**config.mk**
```make
export PLATFORM = sky130hd
export DESIGN_NAME = multicycle_decode
export DESIGN_NICKNAME = d
export VERILOG_FILES = /design/src/rtl/multicycle_decode.sv
export SDC_FILE = /design/constraint.sdc
export NUM_CORES = 1
export LEC_CHECK = 0
export ABC_AREA = 1
export BUFFER_PORTS_ARGS = -buffer_cell sky130_fd_sc_hd__buf_4
export CAP_MARGIN = 20
export CORE_UTILIZATION = 51
export CTS_CLUSTER_SIZE = 20
export DETAILED_ROUTE_END_ITERATION = 8
export PLACE_DENSITY = 0.83
export REMOVE_ABC_BUFFERS = 1
export SYNTH_ARGS = -nofsm -noshare
export SYNTH_HDL_FRONTEND = slang
export SYNTH_SLANG_ARGS = --single-unit
```
**constraint.sdc**
```tcl
create_clock -name clk -period 2.7 [get_ports clk]
set_input_delay 0.405 -clock clk [delete_from_list [all_inputs] [get_ports clk]]
set_output_delay 0.405 -clock clk [all_outputs]
set_load 0.02 [all_outputs]
```
**src/rtl/multicycle_decode.sv**
```systemverilog
// Multicycle control unit: Moore sequencing FSM, multiply-latency counter,
// latched byte-access qualifier and ALU decoder for a shared-memory datapath.
//
// state  | meaning
// FETCH  | read instruction, PC += 4
// DECODE | read registers, classify instruction
// MEMADR | compute load/store address
// MEMRD  | read data memory
// MEMWB  | write loaded data to register file
// MEMWR  | write data memory
// EXECR  | ALU op, register operand
// EXECI  | ALU op, immediate operand
// MULX   | multiply, held MUL_CYCLES cycles
// ALUWB  | write ALU result to register file
// BRANCH | compute branch target
module multicycle_decode #(
    parameter int ALUCTRL_W  = 4,
    parameter int MUL_CYCLES = 2
) (
    input  logic                 clk,
    input  logic                 reset,
    input  logic [1:0]           Op,
    input  logic [5:0]           Funct,
    input  logic [3:0]           Rd,
    output logic                 IRWrite,
    output logic                 NextPC,
    output logic                 AdrSrc,
    output logic                 RegW,
    output logic                 MemW,
    output logic                 Branch,
    output logic                 ALUOp,
    output logic [1:0]           ALUSrcA,
    output logic [1:0]           ALUSrcB,
    output logic [1:0]           ResultSrc,
    output logic [ALUCTRL_W-1:0] ALUControl,
    output logic [1:0]           FlagW,
    output logic                 PCS,
    output logic                 Byte,
    output logic                 Illegal,
    output logic [3:0]           State
);

    typedef enum logic [3:0] {
        FETCH  = 4'd0,
        DECODE = 4'd1,
        MEMADR = 4'd2,
        MEMRD  = 4'd3,
        MEMWB  = 4'd4,
        MEMWR  = 4'd5,
        EXECR  = 4'd6,
        EXECI  = 4'd7,
        MULX   = 4'd8,
        ALUWB  = 4'd9,
        BRANCH = 4'd10
    } state_t;

    localparam logic [3:0] MUL_LAST = 4'(MUL_CYCLES - 1);

    state_t     state;
    state_t     state_nx;
    logic [3:0] mul_cnt;
    logic       byte_q;

    logic       cmd_known;
    logic       cmd_mul;
    logic       cmd_arith;
    logic [3:0] alu_code;

    always_comb begin
        cmd_known = 1'b1;
        cmd_mul   = 1'b0;
        cmd_arith = 1'b0;
        alu_code  = 4'd0;
        case (Funct[4:1])
            4'b0100: begin alu_code = 4'd0;  cmd_arith = 1'b1; end
            4'b0010: begin alu_code = 4'd1;  cmd_arith = 1'b1; end
            4'b1101: begin alu_code = 4'd2;  cmd_arith = 1'b1; end
            4'b0000: alu_code = 4'd3;
            4'b1100: alu_code = 4'd4;
            4'b1011: begin alu_code = 4'd5;  cmd_mul = 1'b1; end
            4'b1001: begin alu_code = 4'd6;  cmd_mul = 1'b1; end
            4'b1010: begin alu_code = 4'd7;  cmd_mul = 1'b1; end
            4'b0011: begin alu_code = 4'd8;  cmd_arith = 1'b1; end
            4'b0111: begin alu_code = 4'd9;  cmd_arith = 1'b1; end
            4'b0101: begin alu_code = 4'd10; cmd_arith = 1'b1; end
            default: cmd_known = 1'b0;
        endcase
    end

    // Unknown data-processing commands abort to FETCH ahead of the EXECI/EXECR split.
    always_comb begin
        state_nx = FETCH;
        case (state)
            FETCH:  state_nx = DECODE;
            DECODE: begin
                case (Op)
                    2'b00: begin
                        if (!cmd_known)
                            state_nx = FETCH;
                        else if (Funct[5])
                            state_nx = EXECI;
                        else if (cmd_mul)
                            state_nx = MULX;
                        else
                            state_nx = EXECR;
                    end
                    2'b01:   state_nx = MEMADR;
                    2'b10:   state_nx = BRANCH;
                    default: state_nx = FETCH;
                endcase
            end
            MEMADR: state_nx = Funct[0] ? MEMRD : MEMWR;
            MEMRD:  state_nx = MEMWB;
            EXECR:  state_nx = ALUWB;
            EXECI:  state_nx = ALUWB;
            MULX:   state_nx = (mul_cnt == MUL_LAST) ? ALUWB : MULX;
            default: state_nx = FETCH;
        endcase
    end

    always_ff @(posedge clk or posedge reset) begin
        if (reset) begin
            state   <= FETCH;
            mul_cnt <= 4'd0;
            byte_q  <= 1'b0;
        end else begin
            state <= state_nx;
            if (state == MULX && state_nx == MULX)
                mul_cnt <= mul_cnt + 4'd1;
            else
                mul_cnt <= 4'd0;
            if (state_nx == FETCH)
                byte_q <= 1'b0;
            else if (state == DECODE)
                byte_q <= (Op == 2'b01) & Funct[2];
        end
    end

    always_comb begin
        IRWrite   = 1'b0;
        NextPC    = 1'b0;
        AdrSrc    = 1'b0;
        RegW      = 1'b0;
        MemW      = 1'b0;
        Branch    = 1'b0;
        ALUOp     = 1'b0;
        ALUSrcA   = 2'b00;
        ALUSrcB   = 2'b00;
        ResultSrc = 2'b00;
        case (state)
            FETCH: begin
                IRWrite   = 1'b1;
                NextPC    = 1'b1;
                ALUSrcA   = 2'b01;
                ALUSrcB   = 2'b10;
                ResultSrc = 2'b10;
            end
            DECODE: begin
                ALUSrcA   = 2'b01;
                ALUSrcB   = 2'b10;
                ResultSrc = 2'b10;
            end
            MEMADR: ALUSrcB = 2'b01;
            MEMRD:  AdrSrc  = 1'b1;
            MEMWB: begin
                ResultSrc = 2'b01;
                RegW      = 1'b1;
            end
            MEMWR: begin
                AdrSrc = 1'b1;
                MemW   = 1'b1;
            end
            EXECR:  ALUOp = 1'b1;
            MULX:   ALUOp = 1'b1;
            EXECI: begin
                ALUOp   = 1'b1;
                ALUSrcB = 2'b01;
            end
            ALUWB:  RegW = 1'b1;
            BRANCH: begin
                ALUSrcB   = 2'b01;
                ResultSrc = 2'b10;
                Branch    = 1'b1;
            end
            default: ;
        endcase
    end

    assign ALUControl = !ALUOp    ? '0 :
                        cmd_known ? ALUCTRL_W'(alu_code) : '1;
    assign FlagW      = ALUOp ? {Funct[0], Funct[0] & cmd_arith} : 2'b00;
    assign PCS        = Branch | (RegW & (Rd == 4'hF));
    assign Illegal    = (state == DECODE) &&
                        ((Op == 2'b11) || ((Op == 2'b00) && !cmd_known));
    assign Byte       = byte_q;
    assign State      = state;

endmodule
```
; Yosys cells after proc, flatten, opt, wreduce, memory -nomap -nowiden
; Cells that the tools add are included.
; W data, S select, Z words.
[op_classes]
add_sub_neg = 1
eq_ne = 26
muxes = 26
n_bitwise = 4
reduce_logical = 20
[ops]
columns = op, n
row1 = $eq A4 B4 Y1 const B, 10
row2 = $pmux W4 S10, 1
row3 = $eq A4 B3 Y1 const B, 7
row4 = $mux W4, 6
row5 = $pmux W4 S6, 1
row6 = $eq A4 B2 Y1 const B, 4
row7 = $mux W1, 13
row8 = $logic_not A4 Y1, 3
row9 = $pmux W4 S3, 1
row10 = $reduce_or A3 Y1, 4
row11 = $reduce_or A11 Y1, 1
row12 = $eq A4 B1 Y1 const B, 2
row13 = $pmux W2 S2, 2
row14 = $reduce_or A2 Y1, 4
row15 = $reduce_or A6 Y1, 1
row16 = $add A4 B1 Y4 const B, 1
row17 = $eq A2 B2 Y1 const B, 2
row18 = $and A1 B1 Y1, 3
row19 = $logic_and A1 B1 Y1, 3
row20 = $mux W3, 1
row21 = $eq A2 B1 Y1 const B, 1
row22 = $logic_not A2 Y1, 1
row23 = $mux W2, 1
row24 = $reduce_bool A2 Y1, 1
row25 = 3 further kinds, 3
[word_totals]
regBits = 9
inputBits = 14
output_inout_bits = 26
word_cells = 80

; Logic depth before layout (Yosys ltp)
[logic_depth]
ltp_word = 11
depth_mapped = 12
depth_no_buf = 11

; Worst setup path after synthesis
; Ideal clock, no wire load.
[synth_path]
path_type = register -> output
startpoint = register state[0], in the netlist State[0]
endpoint = output port PCS
arrival_ps = 1871
slack_ps = 424
stages_incl_launch_ff = 7
path_buffers = 0
cell_sequence = dfrtp_1 > nor2_1 > inv_1 > nor2_1 > a31o_2 > nand4_1 > o21ai_0
[synth_between]
elab_chain_len = 5
word_cells_on_any_way = 8
classes_between = eq/ne: 3 / mux: 2 / bitwise: 2 / reduce/logical: 1
[synth_rtl]
columns = item, line_no
row1 = "start, declared", 59  ; state_t state;
row2 = "start signal, assigned", 127  ; state <= state_nx;
row3 = $eq A4 B3 Y1 or $eq A4 B4 Y1 (tied branches), 150  ; case (state)
row4 = $reduce_or A2 Y1 (no source line) *, --
row5 = $mux W1 *, 150
row6 = via RegW, 28  ; output logic RegW,
row7 = $and A1 B1 Y1 *, 192  ; assign PCS = Branch | (RegW & (Rd == 4'hF));
row8 = $or A1 B1 Y1 *, 192
row9 = "end, declared", 37  ; output logic PCS,
; The timed path passes the listed nets; every way through them passes the cells marked *.

; Worst setup path after layout
[layout_path]
startpoint = register state[0], in the netlist State[0]
endpoint = output port ALUControl[0]
[layout_between]
elab_chain_len = 4
word_cells_on_any_way = 6
classes_between = eq/ne: 3 / mux: 2 / reduce/logical: 1
[layout_rtl]
columns = item, line_no
row1 = $eq A4 B4 Y1 or $eq A4 B3 Y1 (tied branches), 150
row2 = $reduce_or A3 Y1 (no source line) *, --
row3 = $mux W1 *, 150
row4 = $mux W4 *, 189  ; assign ALUControl = !ALUOp ? '0 :
row5 = "end, declared", 35  ; output logic [ALUCTRL_W-1:0] ALUControl,
; Every way passes the cells marked *; elsewhere a longest branch is shown, timed or not.

==> results.yml <==
synthesis:
  syn_warnings: 0
  syn_area_per_cell_sq_um: 6.833
  yosys_register_bits: 9
  syn-instance-count: 143
  synth_area_sq_um: 977.2
  post_synth_num_cell_types: 31
  synth-seq-area-share_pct: 23.05
clocking:
  clock_sinks: 9
  post-cts-setup-buffers: 0
  cts_hold_buf: 0
  cell_at_the_root_of_the_clock_tree: "clkbuf_4"
  cts-buffers-inserted: 3
  worst_setup_hold_path_clk_slew_ns: 0.06
  cts.path.max_buffers: 2
  clk-insertion-delay-late_ns: 0.26
  h-tree-depth: 1
  cts_resized: 0
  cts_tree: "built"
power:
  ir_drop_mv: 0.6015
  leakagePower_nw: 0.7172
  power_per_cell_area_nw_per_um2: 937.8
worst_hold_path:
  hp-class: "input port to asynchronous set/reset pin"
setup_path:
  r2r-start: "State[2]$_DFF_PP0_"
  crit_path_top_delay_cell: "dfrtp_1"
  setup.worst_path.end_class: "output pin"
  crit_startpoint: "State[0]$_DFF_PP0_"
  timing.critical_path.slowest_cell_delay_ns: 0.48
  critPathBufInv: 4
  crit_path_start_kind: "flip-flop"
  timing.critical_path.mode_cell: "inv_1"
  critical_path.cell_chain: "nor2_1 -> nand2_1 -> inv_1 -> nor2_1 -> inv_1 -> o21ai_0 -> inv_1 -> buf_4"
  timing.reg2reg.setup_slack_ns: 1.00
  setup.worst_path.class: "flip-flop to output pin"
  data_arrival_time_of_the_worst_path_ns: 1.74
  critical_path.max_fanout: 8
  required_ns: 2.30
  crit_family: "simple AND/OR/NAND/NOR gates"
sta:
  final_clock_period_utilization_by_the_worst_path_pct: 79.27
  finalSetupTns_ns: 0
  hold_viol_final: 0
  clock_period_minus_worst_slack_ns: 2.140
  timing.clock.skew_ns: 0.005177
  timing.final.max_slew_violations: 0
  timing.final.setup_violations: 0
  fmaxAchievable_ghz: 0.4672
  setup_repair_after_global_routing_missed_its_margin: "false"
outcome:
  run_status: "finished, final reports clean"
floorplanning:
  initial_utilization_pct: 55.39
  io_pins: 40
  die_area_sq_um: 2095
  fp-row-count: 15
  floorplan.core_area_sq_um: 1764
  die_y_um: 45.77
  die_width_um: 45.77
grt:
  maximum_number_of_pins_on_one_net_before_global_route_repair: 10
  antenna_found_initial: 0
  first_pass_grt_wire_length_um: 3781
  first_global_vias: 973
  global_route.usage.total_pct: 24.63
  grt_remaining_overflow: 0
placement:
  buffer_ports.inserted: 38
  hpwl_um: 1917
  gp_congestion: 0.7888
final_layout:
  final_layout_size_suffix_gt1_share_pct: 36.26
  syn_to_final_growth_pct: 32.39
  final_util_pct: 73.33
  layout.cells.most_common_list: "buf_4, nor2_1, inv_1, nand2_1"
  final_common_cell: "buf_4"
  final_net_count: 203
  antenna_cells_inserted: 0
detailed_routing:
  detailroute.via_count: 1020
  detailed_routed_wire_length_on_met3_um: 164
  maxUsedRoutingLayer: "met4"
  vias_per_cell: 4.928
  routedLengthMet1_um: 922
  drc: 0
  drtPass1Iterations: 4
  ant_nets: 0
  met2_wire_length_um: 1148
  detail_route.iter0.violations: 27
  route.final.wire_length_um: 2247
  wl_per_cell_um: 10.86
flow_run:
  timing.max_cap.violations: 0
## metal layers
| layer | vias to the layer above | global-route usage (%) |
|---|---|---|
| met5 | - | 0 |
| met4 | 0 | 3.529 |
| met3 | 2 | 5.159 |
| met2 | 44 | 48.86 |
| met1 | 447 | 26.80 |
| li1 | 527 | - |
## area by class of cell
cell class,count,area [sq um]
inverter,27,101.3
tap,25,31.28
fill,171,470.5
clock buffer,4,26.28
sequential,9,225.2
timing repair buffer,38,285.3
multi-input combinational,104,624.3
## worst paths after layout
path | to | cells past startpoint
min | mul_cnt[3]$_DFF_PP0_ | 2
min in group clk | State[2]$_DFF_PP0_ | 4
max in group asynchronous | mul_cnt[0]$_DFF_PP0_ | 2
max | ALUControl[0] | 8
min reg2reg | mul_cnt[0]$_DFF_PP0_ | 1
max reg2reg | mul_cnt[0]$_DFF_PP0_ | 10
## worst register-to-register path, stage by stage (launching register included)
cell and delay, ns:
dfrtp_1 0.42, nor2_1 0.24, inv_2 0.11, nor2_4 0.16
nand2_2 0.10, nor3_1 0.19, nand2_1 0.10, nand2_2 0.09
nor2_4 0.04, nand3_2 0.08, nor2_1 0.05
## cells in the mapped netlist (all sizes together)
cell,count,share of area [%]
nor4,1,0.64
a41oi,1,0.90
ha,6,7.7
buf,3,2.7
nor3,3,1.5
nor3b,1,0.77
inv,27,10
nand3,9,6.4
xnor2,1,0.90
a21oi,2,1.0
o21ai,10,5.1
xor2,2,1.8
nor2,35,19
nand4,2,1.3
dfrtp,9,23
nand3b,1,0.77
nand2,25,13
a31oi,1,0.64
conb,1,0.38
o21a,1,0.77
a31o,1,0.90
o22ai,1,0.64
## state kept, by name, summed over array words and instances (netlist names)
| name | count |
|---|---|
| State | 4 |
| mul_cnt | 4 |
| Byte | 1 |
## where the power goes
| part | leakage (nW) | switching [mW] | internal, mW | total, mW |
|---|---|---|---|---|
| logic | 0.581 | 0.546 | 0.342 | 0.887 |
| clock network | 0.0150 | 0.0463 | 0.0569 | 0.103 |
| registers | 0.121 | 0.0513 | 0.171 | 0.223 |
## kinds of logic after synthesis
| kind of cell | count (synthesis) | synth area share (%) |
|---|---|---|
| AND/OR/NAND/NOR | 77 | 43.15 |
| buffers and inverters | 30 | 13.06 |
| AO/OA/AOI/OAI | 17 | 9.988 |
| flip-flops | 9 | 23.05 |
| adder cells (fa/ha/maj) | 6 | 7.682 |
| XOR/XNOR | 3 | 2.689 |
| other | 1 | 0.3838 |
## per-stage QoR
step	area [sq um]	total power, mW	worst slack (ns)	hold WS (ns)	cells
after floorplan	950.9	0.7827	0.4240	0.2329	140
after global placement	1267	1.100	0.8025	0.3798	203
after detailed placement	1267	1.114	0.7807	0.3846	203
after CTS	1294	1.220	0.5529	0.1008	207
after global routing	1294	1.312	0.3550	0.1100	207
final	1294	1.213	0.5597	0.09227	207
Power figures use the tool's default switching activity.
